File: src/rtl/bcd_countdown_timer_pkg.sv
// rtl/bcd_countdown_timer_pkg.sv - shared types and constants for the BCD countdown timer
package bcd_countdown_timer_pkg;

    typedef enum logic [1:0] {
        IDLE  = 2'd0,
        RUN   = 2'd1,
        PAUSE = 2'd2,
        DONE  = 2'd3
    } state_t;

    localparam logic [3:0] BCD_MAX  = 4'd9;
    localparam logic [3:0] BCD_ZERO = 4'd0;

    function automatic logic [3:0] clamp_bcd(input logic [3:0] nibble);
        return (nibble > BCD_MAX) ? BCD_MAX : nibble;
    endfunction

endpackage

File: src/rtl/bcd_countdown_timer_digit.sv
// rtl/bcd_countdown_timer_digit.sv - one BCD down-counting digit with borrow chain
module bcd_down_digit
    import bcd_countdown_timer_pkg::*;
(
    input  logic       in_clk,
    input  logic       in_reset_n,
    input  logic       borrow_in,
    input  logic       load,
    input  logic [3:0] load_value,
    output logic [3:0] digit,
    output logic       is_zero,
    output logic       borrow_out
);

    assign is_zero    = (digit == BCD_ZERO);
    assign borrow_out = borrow_in & is_zero;

    always_ff @(posedge in_clk or negedge in_reset_n) begin
        if (!in_reset_n) begin
            digit <= BCD_ZERO;
        end else if (load) begin
            digit <= load_value;
        end else if (borrow_in) begin
            digit <= is_zero ? BCD_MAX : digit - 4'd1;
        end
    end

endmodule

File: src/rtl/bcd_countdown_timer.sv
// rtl/bcd_countdown_timer.sv - multi-digit BCD countdown timer with load/start/stop and expiry pulse
module bcd_countdown_timer
    import bcd_countdown_timer_pkg::*;
#(
    parameter int DIGITS      = 4,
    parameter bit AUTO_RELOAD = 1'b0
) (
    input  logic                in_clk,
    input  logic                in_reset_n,
    input  logic                in_tick,
    input  logic                in_load,
    input  logic [4*DIGITS-1:0] in_load_value,
    input  logic                in_start,
    input  logic                in_stop,
    output logic [4*DIGITS-1:0] out_count,
    output logic                out_running,
    output logic                out_expired,
    output logic                out_zero
);

    localparam int CW = 4 * DIGITS;

    state_t          state_q, state_d;
    logic [CW-1:0]   reload_q;
    logic [CW-1:0]   load_clamped;
    logic [CW-1:0]   digit_load_value;
    logic [DIGITS:0] borrow;
    logic [DIGITS-1:0] digit_zero;
    logic            dec_en;
    logic            will_expire;
    logic            reload_now;
    logic            digit_load;
    logic            expired_q;
    logic            unused_borrow;

    // Load, stop and a zero count all suppress the decrement for this cycle
    assign dec_en      = (state_q == RUN) & in_tick & ~in_load & ~in_stop & ~out_zero;
    assign will_expire = dec_en & (out_count == CW'(1));
    assign reload_now  = will_expire & AUTO_RELOAD & (reload_q != '0);
    assign digit_load  = in_load | reload_now;
    assign digit_load_value = in_load ? load_clamped : reload_q;

    assign borrow[0]     = dec_en;
    assign unused_borrow = borrow[DIGITS];

    for (genvar i = 0; i < DIGITS; i++) begin : g_digit
        assign load_clamped[4*i +: 4] = clamp_bcd(in_load_value[4*i +: 4]);

        bcd_down_digit u_digit (
            .in_clk     (in_clk),
            .in_reset_n (in_reset_n),
            .borrow_in  (borrow[i]),
            .load       (digit_load),
            .load_value (digit_load_value[4*i +: 4]),
            .digit      (out_count[4*i +: 4]),
            .is_zero    (digit_zero[i]),
            .borrow_out (borrow[i+1])
        );
    end

    assign out_zero    = &digit_zero;
    assign out_running = (state_q == RUN);
    assign out_expired = expired_q;

    always_comb begin
        state_d = state_q;
        if (in_load) begin
            state_d = PAUSE;
        end else begin
            case (state_q)
                PAUSE: if (in_start && !out_zero) state_d = RUN;
                RUN: begin
                    if (in_stop) begin
                        state_d = PAUSE;
                    end else if (will_expire && !reload_now) begin
                        state_d = DONE;
                    end
                end
                default: state_d = state_q;
            endcase
        end
    end

    always_ff @(posedge in_clk or negedge in_reset_n) begin
        if (!in_reset_n) begin
            state_q   <= IDLE;
            reload_q  <= '0;
            expired_q <= 1'b0;
        end else begin
            state_q   <= state_d;
            expired_q <= will_expire;
            if (in_load) begin
                reload_q <= load_clamped;
            end
        end
    end

endmodule

File: config.mk
export PLATFORM = sky130hd
export DESIGN_NAME = bcd_countdown_timer
export DESIGN_NICKNAME = d
export VERILOG_FILES = /design/src/rtl/bcd_countdown_timer_pkg.sv /design/src/rtl/bcd_countdown_timer_digit.sv /design/src/rtl/bcd_countdown_timer.sv
export SDC_FILE = /design/constraint.sdc
export NUM_CORES = 1
export LEC_CHECK = 0
export CAP_MARGIN = 20
export CORE_ASPECT_RATIO = 0.8
export CORE_MARGIN = 4
export CORE_UTILIZATION = 24
export DETAILED_ROUTE_END_ITERATION = 12
export PLACE_DENSITY_LB_ADDON = 0.2
export SYNTH_ARGS = -nofsm -noshare
export SYNTH_HDL_FRONTEND = slang
export SYNTH_SLANG_ARGS = --single-unit
File: constraint.sdc
create_clock -name in_clk -period 2.4 [get_ports in_clk]
set_input_delay 0.24 -clock in_clk [delete_from_list [all_inputs] [get_ports in_clk]]
set_output_delay 0.24 -clock in_clk [all_outputs]
set_load 0.1 [all_outputs]
Word-level counts from Yosys, hierarchy flattened
Index checks and enable logic that the tools add are counted.
{"block": "word_totals", "regBits": 19, "out_inout_bits": 19, "wordCells": 64}
{"block": "op_classes", "add_sub_neg": 4, "n_lt_le_gt_ge": 4, "eq_ne": 5, "n_mux": 21, "bitwise_logic": 11, "n_reduce_logical": 13}
{"cell": "4-bit two-way mux", "count": 16}
{"cell": "16-bit by 1-bit == test with 1-bit output (second input constant)", "count": 1}
{"cell": "4-bit greater-than comparator (second input constant)", "count": 4}
{"cell": "4-bit zero test", "count": 4}
{"cell": "4-bit by 1-bit subtractor with 4-bit output (second input constant)", "count": 4}
{"cell": "1-bit bitwise AND", "count": 8}
{"cell": "2-bit two-way mux", "count": 4}
{"cell": "2-bit nonzero test", "count": 4}
{"cell": "4-bit by 3-bit inequality test with 1-bit output (second input constant)", "count": 1}
{"cell": "2-bit case mux with 2 select lines", "count": 1}
{"cell": "4-bit AND reduction", "count": 1}
{"cell": "3-bit inequality test (second input constant)", "count": 1}
{"cell": "1-bit NOT", "count": 3}
{"cell": "3-bit AND reduction", "count": 1}
{"cell": "3-bit nonzero test", "count": 1}
{"cell": "2-bit by 1-bit == test with 1-bit output (second input constant)", "count": 1}
{"cell": "2-bit == test (second input constant)", "count": 1}
{"cell": "1-bit logical AND", "count": 1}
{"cell": "1-bit zero test", "count": 1}

Depth between registers and ports, before layout
Gate-level depths: netlist of run 1.
{"block": "logic_depth", "depth_word": 10, "ltp_mapped": 5, "ltp_nobuf": 4}

Hierarchy
Synthesis of run 1 repeated with hierarchy kept, for this count alone.
{"block": "hier_totals", "hier_cells": 179, "hier_area_um2": 1781.7}
{"mod": "bcd_down_digit", "instances": 4, "cells_each": 23, "area_each_um2": 229.0}
{"mod": "bcd_countdown_timer", "instances": 1, "cells_each": 87, "area_each_um2": 865.8}

Worst setup path after synthesis of run 1
No wires, ideal clock.
{"block": "synth_timing", "path_type": "register -> output", "from": "register g_digit[3].u_digit.digit[1]", "to": "output out_zero", "arrival_time_ns": 3.644, "setup_slack_ns": -1.484, "path_stages_with_launch": 4, "path_buffers": 0, "cell_sequence": "dfrtp_1 > nor4_2 > nand4_1 > nor3_1"}
{"block": "synth_via", "elab_chain_cells": 2}
{"item": "start, declared", "line_no": "bcd_countdown_timer_digit.sv:10", "rtl": "output logic [3:0] digit,"}
{"item": "start signal, assigned", "line_no": "bcd_countdown_timer_digit.sv:22", "rtl": "digit <= load_value;"}
{"item": "start signal, assigned", "line_no": "bcd_countdown_timer_digit.sv:24", "rtl": "digit <= is_zero ? BCD_MAX : digit - 4'd1;"}
{"item": "4-bit zero test", "line_no": "bcd_countdown_timer_digit.sv:15", "rtl": "assign is_zero = (digit == BCD_ZERO);"}
{"item": "4-bit AND reduction", "line_no": "bcd_countdown_timer.sv:61", "rtl": "assign out_zero = &digit_zero;"}
{"item": "end, declared", "line_no": "bcd_countdown_timer.sv:18", "rtl": "output logic out_zero"}
No other way between the ends.

Worst setup path after layout of run 1
{"block": "layout_timing", "from": "register g_digit[3].u_digit.digit[0]", "to": "output out_zero"}
Same word-level chain as after synthesis.

==> metrics.txt, run 1 <==
Routed WL=3.58 mm; Setup crit start=g_digit[3].u_digit.digit[0]; Slew @ Worst Pin=454 ps; flop-to-flop setup slack=350 ps; crit path capture type=output port; share of the synthesized area in the top cell type=39.0%; Syn. warnings=0; Worst-Skew Late Latency=260 ps; Tmin final=2090 ps; initial core utilization=25.8%; #FFs+latches synth=19; final hold violation count=0; CP arrival=1850 ps; fin cells=240; CTS sink count=19; Synth Net Count=158; CTS Buf Count=3; first-pass GRT wire length=6.11 mm; Final nets=203; CP Class=reg2out; ANT cells=0; drc violations=0; I/O Pins=41; CP Launch Type=register; Die H=71.8 um; antenna viol nets, final=0; postcts setup bufs=0; Leak=0.653 nW; final instance area=1760 um^2; Synth Flop Type=dfrtp_1; cell type with the largest total area after synthesis=dfrtp_1; Worst Path Required=2160 ps; syn avg cell area=8.97 um^2; area delta synth->final=44.5%; f_max=478 MHz; row cnt=22; Clk pin slew, worst setup/hold paths=80 ps; die area=6290 um^2; Slew headroom=69.4%; root buf cell=clkbuf_8; cell area after synthesis=1220 um^2; Routed WL per cell=14.9 um; RR Startpoint=g_digit[1].u_digit.digit[1]; final setup fails=0; RSZ-0062 raised after global routing=no; post_cts resized=0; Synth cell types=42; Vias=1,241; final hold slack=312 ps; CTS tree=yes; Die Width=87.7 um; Placed Cells=236; core area=4730 um^2; Final WS setup=307 ps; Worst VDD drop=0.268 mV; post-synthesis cell count=136; Reg2Reg Depth=4; pre-CTS WS=172 ps; iteration-0 DRC count of the detailed router=33; Placer Congestion=0.795; # hold bufs at CTS=0; IO buf count=40; grt total ovfl=0; Critical Path End=out_zero; Max Slew Vio Count=0; vias in the first global route=1,266; placed cell area=1720 um^2; Seq/Total Area, Yosys=39.0%; antenna violations before repair=0; synth top area cells=dfrtp_1 (39%), o21ai_0 (3.7%), nand2_1 (3.7%); largest net degree at the start of global routing=20; Post-synth EDFFs=0; Tot GR Track Use=12.2%; CTS H-tree depth=1; DR pass1 iterations=4; Pwr per Cell Area=571 nW/um^2; HP Class=in2async; max_cap viols=0; vias per cell=5.17; clock skew=11.3 ps; share of cells above drive strength 1=29.4%; Tot Pwr=1.01 mW; status=finished, final reports clean; Max Buffers Root-to-Sink=2; Tcrit/Tclk final=87.2%; worst r2r dst=g_digit[3].u_digit.digit[0]; worst-path fanout max=8; Post-DP HPWL=2.77 mm; asr flop ratio synth=100%
area by class of cell:
class                      instances  area [um^2]
clock buffer                       3         41.3
clock inverter                     1         5.00
fill                             511         2970
inverter                           6         22.5
multi-input combinational        105          716
sequential                        19          493
tap                               60         75.1
timing repair buffer              46          410
flip-flops by register name, indices dropped and copies added, names as in the netlist:
register               count
state_q                    2
g_digit.u_digit.digit     16
out_expired                1
cells by family (layout without fill, tap and decap cells):
logic type	count (synthesis)	count (layout)	share of synthesized area, %
simple gates	66	66	33.3
compound gates	35	35	19.9
flops	19	19	39.0
buf+inv	12	56	4.51
mux	4	4	3.28
layout by cell type, fill, tap and decap left out, drive strengths merged, types with 3 or more instances in the layout:
master and instances:
dfrtp 19, nor2 10, a31oi 3, buf 25, clkbuf 3, inv 6, mux2i 4, a21oi 4
nor3 6, o21ai 9, o311ai 4, nand4 6, nor2b 4, nand2 12, or4 5, nand3 4
nor4 6, clkdlybuf4s50 21
metal layers:
layer / part of all wire (%) / wire (um) / GRT usage [%] / up-vias
li1: - / - / - / 620
met1: 49 / 1760 / 17.2 / 596
met2: 46 / 1650 / 18.9 / 23
met3: 4.4 / 159 / 3.45 / 2
met4: 0.45 / 16 / 1.53 / 0
met5: 0 / 0 / 0 / -
worst max-delay path: stages, from the launching register on:
cell     delay (ps)
dfrtp_2         470
nor4_4          400
nand4_1         140
buf_4           190
nor3_4          200
buf_12          200
how the worst min path moves through the flow:
stage,cells after the start,slack [ps],startpoint,end
6_report,2,310,in_reset_n,g_digit[1].u_digit.digit[2]
5_1_grt,2,340,in_reset_n,g_digit[2].u_digit.digit[2]
4_1_cts,2,320,in_reset_n,g_digit[1].u_digit.digit[2]
3_5_place_dp,2,550,state_q[0],state_q[0]
3_3_place_gp,2,540,state_q[0],state_q[0]
2_1_floorplan,0,-60,in_reset_n,g_digit[0].u_digit.digit[0]
Yosys cell counts (all sizes together), types with 3 or more instances:
cell type and count:
a21oi 4, a31oi 3, buf 3, clkbuf 3, dfrtp 19, inv 6, mux2i 4, nand2 12
nand3 4, nand4 6, nor2 10, nor2b 4, nor3 6, nor4 6, o21ai 9, o311ai 4
or4 5
report_power, final:
| part | switching [mW] | internal [mW] | leakage, nW |
|---|---|---|---|
| clock | 0.114 | 0.115 | 0.0255 |
| sequential | 0.0512 | 0.351 | 0.214 |
| combinational | 0.263 | 0.110 | 0.413 |
per-stage QoR:
step           util (%)  setup TNS [ps]
6_report           37.2               0
5_1_grt            37.2               0
4_1_cts            37.2               0
3_5_place_dp       36.3               0
3_3_place_gp       36.3               0
2_1_floorplan         -           -15.2
No activity file was read; power rests on OpenSTA's default activity.
==> run 2: changes to the inputs <==
Settings changed: GPL_TIMING_DRIVEN set to 0.
==> metrics.txt, run 2 (synthesis results as in run 1) <==
status=finished, final reports clean; Slew @ Worst Pin=981 ps; share of cells above drive strength 1=18.1%; Final nets=205; iteration-0 DRC count of the detailed router=69; core area=4730 um^2; Pwr per Cell Area=565 nW/um^2; CTS Buf Count=3; largest net degree at the start of global routing=20; setup tns final=0 ps; antenna viol nets, final=0; max_cap viols=0; Worst-Skew Late Latency=260 ps; most flop-heavy register=g_digit.u_digit.digit; final hold violation count=0; Max Buffers Root-to-Sink=2; Tcrit/Tclk final=94.5%; Routed WL per cell=15.0 um; f_max=441 MHz; Clk pin slew, worst setup/hold paths=70 ps; CP Launch Type=register; Placer Congestion=0.760; root buf cell=clkbuf_8; ANT cells=0; Slew headroom=34.4%; CTS tree=yes; Placed Cells=236; commonest non-fill, non-tap cell in the layout=clkdlybuf4s50_1; # hold bufs at CTS=0; Tot GR Track Use=12.3%; crit path capture type=output port; vias per cell=5.07; max reg flops=16; Worst VDD drop=0.277 mV; Layout Utilization=37.9%; Worst Path Required=2160 ps; Tmin final=2270 ps; row cnt=22; Leak=0.623 nW; Max Slew Vio Count=0; vias in the first global route=1,242; I/O Pins=41; drc violations=0; IO buf count=40; CP Class=reg2out; worst-path fanout max=5; antenna violations before repair=0; Die Width=87.7 um; Setup crit start=state_q[1]; RR Startpoint=state_q[1]; Die H=71.8 um; DR pass1 iterations=4; commonest non-fill, non-tap cells in the layout=clkdlybuf4s50_1 (39), dfrtp_2 (14), nand2_1 (12), nor2_1 (10), o21ai_0 (9); final setup fails=0; CP arrival=2030 ps; # fillers=504; first-pass GRT wire length=6.15 mm; RSZ-0062 raised after global routing=no; Vias=1,228; HP Class=in2async; grt total ovfl=0; CTS sink count=19; CTS H-tree depth=1; Routed WL=3.62 mm; initial core utilization=25.8%; area delta synth->final=47.3%; die area=6290 um^2; Post-DP HPWL=2.75 mm; fin cells=242; clock skew=1.41 ps
## run 2: cell count changes in the layout (fill, tap and decap cells not counted)
cell | previous run | this run
buf_4 | 24 | 3
clkdlybuf4s50_1 | 21 | 39
clkbuf_1 | 0 | 4
buf_2 | 0 | 2
buf_12 | 1 | 0
buf_6 | 0 | 1
clkinv_2 | 1 | 0
## run 2: worst paths after layout
kind                                                to  slack (ps)  cells past startpoint
setup reg to reg           g_digit[3].u_digit.digit[1]         280                      4
min in group in_clk        g_digit[1].u_digit.digit[0]         540                      3
hold / removal             g_digit[2].u_digit.digit[1]         490                      1
hold reg to reg            g_digit[1].u_digit.digit[1]         550                      2
setup / recovery                           out_running         130                      2
max in group asynchronous  g_digit[3].u_digit.digit[2]        1290                      1
## run 2: critical path, stage by stage (launching register included)
cell and delay, ps:
dfrtp_1 440, nor2b_1 170, clkdlybuf4s50_1 1160
## run 2: routing by layer
| layer | global-route usage (%) | up-vias | wire length (um) |
|---|---|---|---|
| met1 | 17.7 | 584 | 1820 |
| met3 | 4.14 | 2 | 194 |
| met4 | 1.53 | 0 | 16 |
| li1 | - | 619 | - |
| met5 | 0 | - | 0 |
| met2 | 18.1 | 23 | 1580 |
## run 2: timing repair
action / CTS / global route
pin swaps: 0 / 1
hold endpoints to repair: 0 / 0
resized for setup: 6 / 0
buffers inserted: 0 / 2
gates cloned: 0 / 0
setup endpoints to repair: 1 / 1
## run 2: area by class of cell
class / count / area [um^2] / share of cell area (%)
Sequential cell: 19 / 493 / 27.4
Inverter: 6 / 22.5 / 1.25
Clock buffer: 4 / 45.0 / 2.51
Tap cell: 60 / 75.1 / 4.18
Timing Repair Buffer: 42 / 413 / 23.0
Multi-Input combinational cell: 105 / 716 / 39.8
Buffer: 6 / 32.5 / 1.81
## run 2: power breakdown
part           switching (mW)  total [mW]  internal, mW
combinational           0.273       0.392         0.120
clock                   0.110       0.228         0.118
sequential             0.0437       0.395         0.351
## run 2: through the flow
step                setup slack [ps]  hold WS, ps  total power [mW]  instance area (um^2)
global route                    3.50          541              1.07                  1800
global placement                -474          535             0.791                  1740
finish                           132          494              1.02                  1800
floorplan                      -15.2        -55.6             0.666                  1260
detailed placement              -497          531             0.795                  1740
CTS                             50.4          543              1.03                  1780
